**config.mk**
```make
export PLATFORM = sky130hd
export DESIGN_NAME = lutram_sync_fifo
export DESIGN_NICKNAME = d
export VERILOG_FILES = /design/src/rtl/LUTRAM_DualPort.sv /design/src/rtl/lutram_sync_fifo.sv
export SDC_FILE = /design/constraint.sdc
export NUM_CORES = 1
export LEC_CHECK = 0
export ABC_AREA = 1
export BUFFER_PORTS_ARGS = -buffer_cell sky130_fd_sc_hd__buf_4
export CAP_MARGIN = 40
export CORE_UTILIZATION = 60
export DETAILED_ROUTE_END_ITERATION = 7
export GPL_TIMING_DRIVEN = 1
export MAX_ROUTING_LAYER = met4
export PLACE_DENSITY = 0.75
export SLEW_MARGIN = 10
export SYNTH_ARGS = -nofsm -noshare
export SYNTH_HDL_FRONTEND = slang
export SYNTH_SLANG_ARGS = --single-unit
```
**constraint.sdc**
```tcl
create_clock -name clk -period 9.86 [get_ports clk]
set_clock_uncertainty 0.15 [all_clocks]
set_input_delay 0.493 -clock clk [delete_from_list [all_inputs] [get_ports clk]]
set_output_delay 0.493 -clock clk [all_outputs]
set_load 0.02 [all_outputs]
```
**src/rtl/LUTRAM_DualPort.sv**
```systemverilog
// Distributed-RAM model with one byte-strobed write/read port and one read port.
// READ_LATENCY=0 gives combinational reads; any other value registers both read ports.
module LUTRAM_DualPort #(
   parameter int ADDR_WIDTH   = 4,
   parameter int DATA_WIDTH   = 64,
   parameter int BYTE_WIDTH   = 8,
   parameter int READ_LATENCY = 0
) (
   input  logic                             clk,
   input  logic                             en_1,
   input  logic [ADDR_WIDTH-1:0]            addr_1,
   input  logic [DATA_WIDTH/BYTE_WIDTH-1:0] strobe,
   input  logic [DATA_WIDTH-1:0]            wdata,
   output logic [DATA_WIDTH-1:0]            rdata_1,
   input  logic                             en_2,
   input  logic [ADDR_WIDTH-1:0]            addr_2,
   output logic [DATA_WIDTH-1:0]            rdata_2
);
   localparam int NBYTES = DATA_WIDTH / BYTE_WIDTH;

   logic [DATA_WIDTH-1:0] mem_q [2**ADDR_WIDTH];

   always_ff @(posedge clk) begin
      if (en_1) begin
         for (int b = 0; b < NBYTES; b++) begin
            if (strobe[b]) begin
               mem_q[addr_1][b*BYTE_WIDTH +: BYTE_WIDTH] <= wdata[b*BYTE_WIDTH +: BYTE_WIDTH];
            end
         end
      end
   end

   generate
      if (READ_LATENCY == 0) begin : g_comb_rd
         assign rdata_1 = mem_q[addr_1];
         assign rdata_2 = en_2 ? mem_q[addr_2] : '0;
      end else begin : g_reg_rd
         logic [DATA_WIDTH-1:0] rd1_q, rd1_d, rd2_q, rd2_d;

         always_comb begin
            rd1_d = rd1_q;
            rd2_d = rd2_q;
            if (en_1) rd1_d = mem_q[addr_1];
            if (en_2) rd2_d = mem_q[addr_2];
         end

         always_ff @(posedge clk) begin
            rd1_q <= rd1_d;
            rd2_q <= rd2_d;
         end

         assign rdata_1 = rd1_q;
         assign rdata_2 = rd2_q;
      end
   endgenerate
endmodule

```
**src/rtl/lutram_sync_fifo.sv**
```systemverilog
// Single-clock valid/ready FIFO over a distributed RAM; head entry is read
// combinationally from RAM port 2, writes go through RAM port 1.
module lutram_sync_fifo #(
   parameter int ADDR_WIDTH = 4,
   parameter int DATA_WIDTH = 64
) (
   input  logic                  clk,
   input  logic                  reset,
   input  logic                  flush,
   input  logic                  in_valid,
   output logic                  in_ready,
   input  logic [DATA_WIDTH-1:0] in_data,
   output logic                  out_valid,
   input  logic                  out_ready,
   output logic [DATA_WIDTH-1:0] out_data,
   output logic [ADDR_WIDTH:0]   count
);
   localparam int PTR_W = ADDR_WIDTH + 1;
   localparam logic [ADDR_WIDTH:0] DEPTH = PTR_W'(1 << ADDR_WIDTH);

   logic [ADDR_WIDTH:0] wr_ptr_q, wr_ptr_d;
   logic [ADDR_WIDTH:0] rd_ptr_q, rd_ptr_d;
   logic                empty, full, push, pop;
   logic [DATA_WIDTH-1:0] ram_rdata_1_unused;

   always_comb begin
      empty     = (wr_ptr_q == rd_ptr_q);
      full      = (wr_ptr_q[ADDR_WIDTH] != rd_ptr_q[ADDR_WIDTH]) &&
                  (wr_ptr_q[ADDR_WIDTH-1:0] == rd_ptr_q[ADDR_WIDTH-1:0]);
      in_ready  = !full;
      out_valid = !empty;
      count     = wr_ptr_q - rd_ptr_q;
      // A flush or reset cycle must not leave a stray RAM write behind.
      push      = in_valid && in_ready && !flush && !reset;
      pop       = out_valid && out_ready && !flush;
      wr_ptr_d  = wr_ptr_q + {{ADDR_WIDTH{1'b0}}, push};
      rd_ptr_d  = rd_ptr_q + {{ADDR_WIDTH{1'b0}}, pop};
      if (flush) begin
         wr_ptr_d = '0;
         rd_ptr_d = '0;
      end
   end

   always_ff @(posedge clk) begin
      if (reset) begin
         wr_ptr_q <= '0;
         rd_ptr_q <= '0;
      end else begin
         wr_ptr_q <= wr_ptr_d;
         rd_ptr_q <= rd_ptr_d;
      end
   end

   LUTRAM_DualPort #(
      .ADDR_WIDTH  (ADDR_WIDTH),
      .DATA_WIDTH  (DATA_WIDTH),
      .BYTE_WIDTH  (DATA_WIDTH),
      .READ_LATENCY(0)
   ) u_ram (
      .clk    (clk),
      .en_1   (push),
      .addr_1 (wr_ptr_q[ADDR_WIDTH-1:0]),
      .strobe ('1),
      .wdata  (in_data),
      .rdata_1(ram_rdata_1_unused),
      .en_2   (1'b1),
      .addr_2 (rd_ptr_q[ADDR_WIDTH-1:0]),
      .rdata_2(out_data)
   );

   count_le_depth: assert property (@(posedge clk) disable iff (reset) count <= DEPTH);
   no_pop_when_empty: assert property (@(posedge clk) disable iff (reset) !(pop && empty));
   head_stable: assert property (@(posedge clk) disable iff (reset || flush)
      (out_valid && !out_ready) |=> $stable(out_data));
endmodule

```
Word level (Yosys, flattened, before mapping)
Memory sizes are Yosys's and may differ from the RTL's. A register that Yosys moved wholly into a read port is not among the register bits. Index checks and enable logic that the tools add are counted.

Logic and storage cells: 23. Register bits: 10. Bits in writable memories: 1024. Input bits: 69. Output and inout port bits: 71. Memories kept: 1.

Memory list: u_ram.mem_q (words 16, width 64, read ports 1, clocked after memory_dff 1, wr ports 1, line LUTRAM_DualPort.sv:21) `logic [DATA_WIDTH-1:0] mem_q [2**ADDR_WIDTH];`.

Equal/unequal tests: 3. Reduce and logical (&&, ||, !) cells: 11. Muxes and demuxes: 3. Add/sub/neg operators: 3.

Operators with widths (count): 5-bit by 1-bit adder with 5-bit output (2); 1-bit logical AND (6); 5-bit equality test (1); 5-bit subtractor (1); 4-bit equality test (1); 1-bit logical NOT (4); 4-bit two-way mux (1); 1-bit two-way mux (2); 2-bit OR reduction (1); 1-bit inequality test (1).

Logic depth before layout (Yosys ltp)
Depth in word-level cells: 8. Depth in mapped cells: 16. Mapped depth without buffers: 12.

Cells and area by module
From an unflattened synthesis, not the netlist that was laid out.

Cells, all modules: 5875. Area, all modules: 51582.0 µm².

Modules (own cells, without submodules): LUTRAM_DualPort (area each 50915.1 µm², sequential area each 30749.5 µm², instances 1, cells each 5773); lutram_sync_fifo (area each 666.9 µm², sequential area each 200.2 µm², instances 1, cells each 102).

Worst setup path before layout
No wires, ideal clock.

Kind: register to register. From: register rd_ptr_q[1]. To: memory u_ram.mem_q[10][0] (enable). Stages on the path, launching flop included: 12. Period minus slack after synthesis: 5.141 ns. Arrival time: 4.505 ns. Data required time: 9.224 ns. Path slack: 4.719 ns. Cell sequence: dfxtp_1 buf_2 inv_2 buf_4 buf_2 ha_1 nand2_1 nor2_1 nand2b_1 nand2_2 buf_2 nor2_1.

Cells in the longest elaborated chain, start to end: 8.

Ends and longest elaborated chain: start: declaration (line lutram_sync_fifo.sv:22) `logic [ADDR_WIDTH:0] rd_ptr_q, rd_ptr_d;`; start signal: assignment (line lutram_sync_fifo.sv:50) `rd_ptr_q <= rd_ptr_d;`; 4-bit equality test (line lutram_sync_fifo.sv:29) `(wr_ptr_q[ADDR_WIDTH-1:0] == rd_ptr_q[ADDR_WIDTH-1:0]);`; 1-bit logical AND (line lutram_sync_fifo.sv:28) `full = (wr_ptr_q[ADDR_WIDTH] != rd_ptr_q[ADDR_WIDTH]) &&`; 1-bit logical NOT (line lutram_sync_fifo.sv:30) `in_ready = !full;`; net in_ready (line lutram_sync_fifo.sv:11) `output logic in_ready,`; 1-bit logical AND (3 in series) (line lutram_sync_fifo.sv:34) `push = in_valid && in_ready && !flush && !reset;`; 1-bit two-way mux (line LUTRAM_DualPort.sv:24) `if (en_1) begin`; 1-bit two-way mux (implied by the code) (line LUTRAM_DualPort.sv:27) `mem_q[addr_1][b*BYTE_WIDTH +: BYTE_WIDTH] <= wdata[b*BYTE_WIDTH +: BYTE_WIDTH];`; end: declaration (line LUTRAM_DualPort.sv:21).

The timed path passes the listed nets, and every way through them passes these cells.

==> results.json <==
{
  "status": "finished, final reports clean",
  "required_ps": 9220,
  "post-route-drc-count": 0,
  "hp-start": "in_data[28]",
  "h-tree-depth": 3,
  "fin_crit_ps": 5030,
  "synth_top_cell_area_share_pct": 67.9,
  "synth_area_leaders": "edfxtp_1 (68%), nand2_1 (13%), inv_1 (8.1%), nand3_1 (7.1%), buf_2 (1.4%)",
  "fin_crit_sh_pct": 51.0,
  "rr_endpoint": "u_ram.mem_q[14][27]",
  "slew_headroom_pct": 15.4,
  "holdPathStages": 1,
  "timing.rr.start": "rd_ptr_q[2]",
  "crit_path_start_kind": "flip-flop",
  "rows": 100,
  "ir_worst_vdd_uv": 159,
  "finalSetupTns_ps": 0,
  "fmax_ghz": 0.199,
  "multi_input_area_sq_um": 9580,
  "initial_core_util_pct": 60.7,
  "wl_per_cell_microns": 18.4,
  "endpoint_kind": "primary output",
  "vias_per_cell": 5.32,
  "grt.total_usage_pct": 28.2,
  "crit_type": "reg2out",
  "clk_path_buf_depth": 3,
  "final-hold-violation-count": 0,
  "syn-num-nets": 4564,
  "drtPass1Iterations": 6,
  "r2r_cells": 9,
  "cts_resized": 0,
  "numPortBuffers": 139,
  "antenna_found_initial": 1,
  "slew_viol_final": 0,
  "synth_warnings": 0,
  "dp.cells": 5442,
  "ys_ff_latch": 1034,
  "ys_types": 23,
  "grt.overflow.total": 0,
  "cts_tree": "yes",
  "dieArea_sq_um": 76500,
  "synth_compound_area_share_pct": 0.0885,
  "clock_latency_ps": 670,
  "grt_max_degree": 232,
  "synth_top_family_by_area": "simple AND/OR/NAND/NOR gates",
  "vias": 30200,
  "final_nets": 4698,
  "rsz0062_at_grt": "false",
  "synth_area_leader_cell": "edfxtp_1",
  "wl_microns": 105000,
  "numClockSinks": 1034,
  "swShare_pct": 20.0,
  "gp_congestion": 0.799,
  "coreArea_sq_um": 74600,
  "tightest_slew_ps": 1270,
  "p_leak_nw": 22.4,
  "synth_fa_ha_area_share_pct": 0.265,
  "power_switching_mw": 1.74,
  "crit_fanout": 121,
  "power_density_nw_per_um2": 171,
  "cap_violations": 0,
  "combinationalPowerShare_pct": 2.0,
  "setup_slack_ps": 4830,
  "min_to": "u_ram.mem_q[0][28]",
  "grt_pass1_wl_microns": 162000,
  "ios": 140,
  "clkTransAtPathRegs_ps": 60,
  "die_w_microns": 277,
  "cts_buffers": 103,
  "synthCells": 4486,
  "ant_nets": 0,
  "yosys.area_share.simple_pct": 20.4,
  "register_area_sq_um": 31000,
  "post-dp-hpwl_microns": 57700,
  "arrival_ps": 4390,
  "synth_mux_area_share_pct": 0,
  "clockPowerShare_pct": 42.4,
  "p_total_mw": 8.71,
  "seq_power_share_pct": 55.6,
  "fillCellCount": 5195,
  "worst_hold_slack_ps": 24.7,
  "syn_area_sq_um": 45300,
  "p_int_mw": 6.97,
  "ys_seq_area_share_pct": 68.4,
  "die_h_microns": 277,
  "synth_xor_area_share_pct": 0.155,
  "avgSynthCellArea_sq_um": 10.1,
  "min_path_type": "in2reg",
  "cts-root-buf": "clkbuf_16",
  "syn_to_final_growth_pct": 12.4,
  "first_global_vias": 29800,
  "first_iter_violations": 3119,
  "drive_above_1_share_pct": 7.70,
  "reg2reg_setup_slack_ps": 4840,
  "pre_cts_slack_ps": 4860,
  "stdcell_count": 5673,
  "setup_violations": 0
}
==> cell families after synthesis <==
group	Yosys count
AND/OR/NAND/NOR	2240
buffers and inverters	1187
flip-flops	1034
adder cells (fa/ha/maj)	9
AO/OA/AOI/OAI	8
XOR/XNOR	8
==> area by class of cell <==
type | instances | share of cell area, %
Sequential cell | 1034 | 60.9
Multi-Input combinational cell | 2265 | 18.8
Inverter | 981 | 7.29
Clock buffer | 127 | 5.33
Timing Repair Buffer | 235 | 4.41
Tap cell | 969 | 2.38
Clock inverter | 61 | 0.881
Antenna cell | 1 | 0.00492
==> worst max path at each step <==
stage / end / cells after the start / startpoint / slack (ps)
2_1_floorplan: u_ram.mem_q[10][0] / 11 / rd_ptr_q[1] / 4720
3_3_place_gp: u_ram.mem_q[13][14] / 9 / rd_ptr_q[2] / 4740
3_5_place_dp: u_ram.mem_q[14][24] / 9 / rd_ptr_q[2] / 4860
4_1_cts: u_ram.mem_q[14][24] / 9 / rd_ptr_q[2] / 4830
5_1_grt: u_ram.mem_q[14][29] / 9 / rd_ptr_q[2] / 4630
6_report: out_data[61] / 11 / rd_ptr_q[1] / 4830
==> power groups by stage <==
stage,combinational (mW),clock [mW],sequential [mW]
floorplan,0.0453,0,4.94
global placement,0.152,0,4.93
detailed placement,0.158,0,4.93
CTS,0.172,3.73,4.84
global route,0.186,3.89,4.84
finish,0.172,3.69,4.84
==> registers in the layout, indices dropped and copies added (netlist names) <==
| signal | cells |
|---|---|
| rd_ptr_q | 5 |
| u_ram.mem_q | 1024 |
| wr_ptr_q | 5 |
==> stage by stage <==
stage | area [sq um] | utilization [%]
after global placement | 46800 | 62.7
after floorplan | 45300 | -
after global routing | 50900 | 68.2
after detailed placement | 47300 | 63.4
after CTS | 50900 | 68.2
final | 50900 | 68.2
==> layer usage <==
layer	track usage (%)	wire length [microns]
met4	11.0	3440
met2	45.5	50600
met3	4.74	9010
met1	35.8	41600
met5	-	0
==> repair_timing <==
action                    4_1_cts  5_1_grt
hold buffers                   42        0
hold endpoints to repair      583        0
buffers inserted                0        0
==> cells in the mapped netlist (all sizes together) <==
master / n
nand2: 1561
edfxtp: 1024
inv: 980
nand3: 643
buf: 186
nor2: 35
clkbuf: 20
dfxtp: 10
ha: 8
a21oi: 4
o21ai: 4
xnor2: 4
xor2: 4
clkinv: 1
fa: 1
nand2b: 1
==> worst max-delay path: stages (launching register included) <==
cell     delay [ps]
dfxtp_4         570
inv_8           610
buf_4           780
buf_4           480
buf_16          290
nand3_1         110
nand2_1          70
nand2_1          60
nand2_1         180
inv_1            60
nand2_1         130
buf_4           170
==> cell usage in the layout, fill, tap and decap left out <==
cell | netlist | layout
inv_2 | 2 | 1
xor2_1 | 4 | 4
nor2_4 | 0 | 17
ha_1 | 8 | 8
edfxtp_1 | 1024 | 1024
inv_1 | 977 | 975
buf_16 | 0 | 13
xnor2_1 | 4 | 4
dfxtp_4 | 0 | 3
o21ai_0 | 4 | 4
inv_6 | 0 | 2
nand3_1 | 643 | 643
bufinv_16 | 0 | 5
buf_4 | 41 | 171
dlygate4sd3_1 | 0 | 42
inv_16 | 0 | 1
clkinvlp_4 | 0 | 7
diode_2 | 0 | 1
clkinv_2 | 0 | 24
dfxtp_1 | 10 | 7
clkinv_1 | 1 | 24
inv_8 | 0 | 1
clkinv_8 | 0 | 2
nand2_2 | 1 | 1
nand2b_1 | 1 | 1
nor2_1 | 34 | 18
clkbuf_1 | 20 | 22
a21oi_1 | 4 | 4
clkbuf_16 | 0 | 105
nand2_1 | 1560 | 1560
buf_12 | 0 | 9
fa_1 | 1 | 1
(Power assumes the default switching activity.)
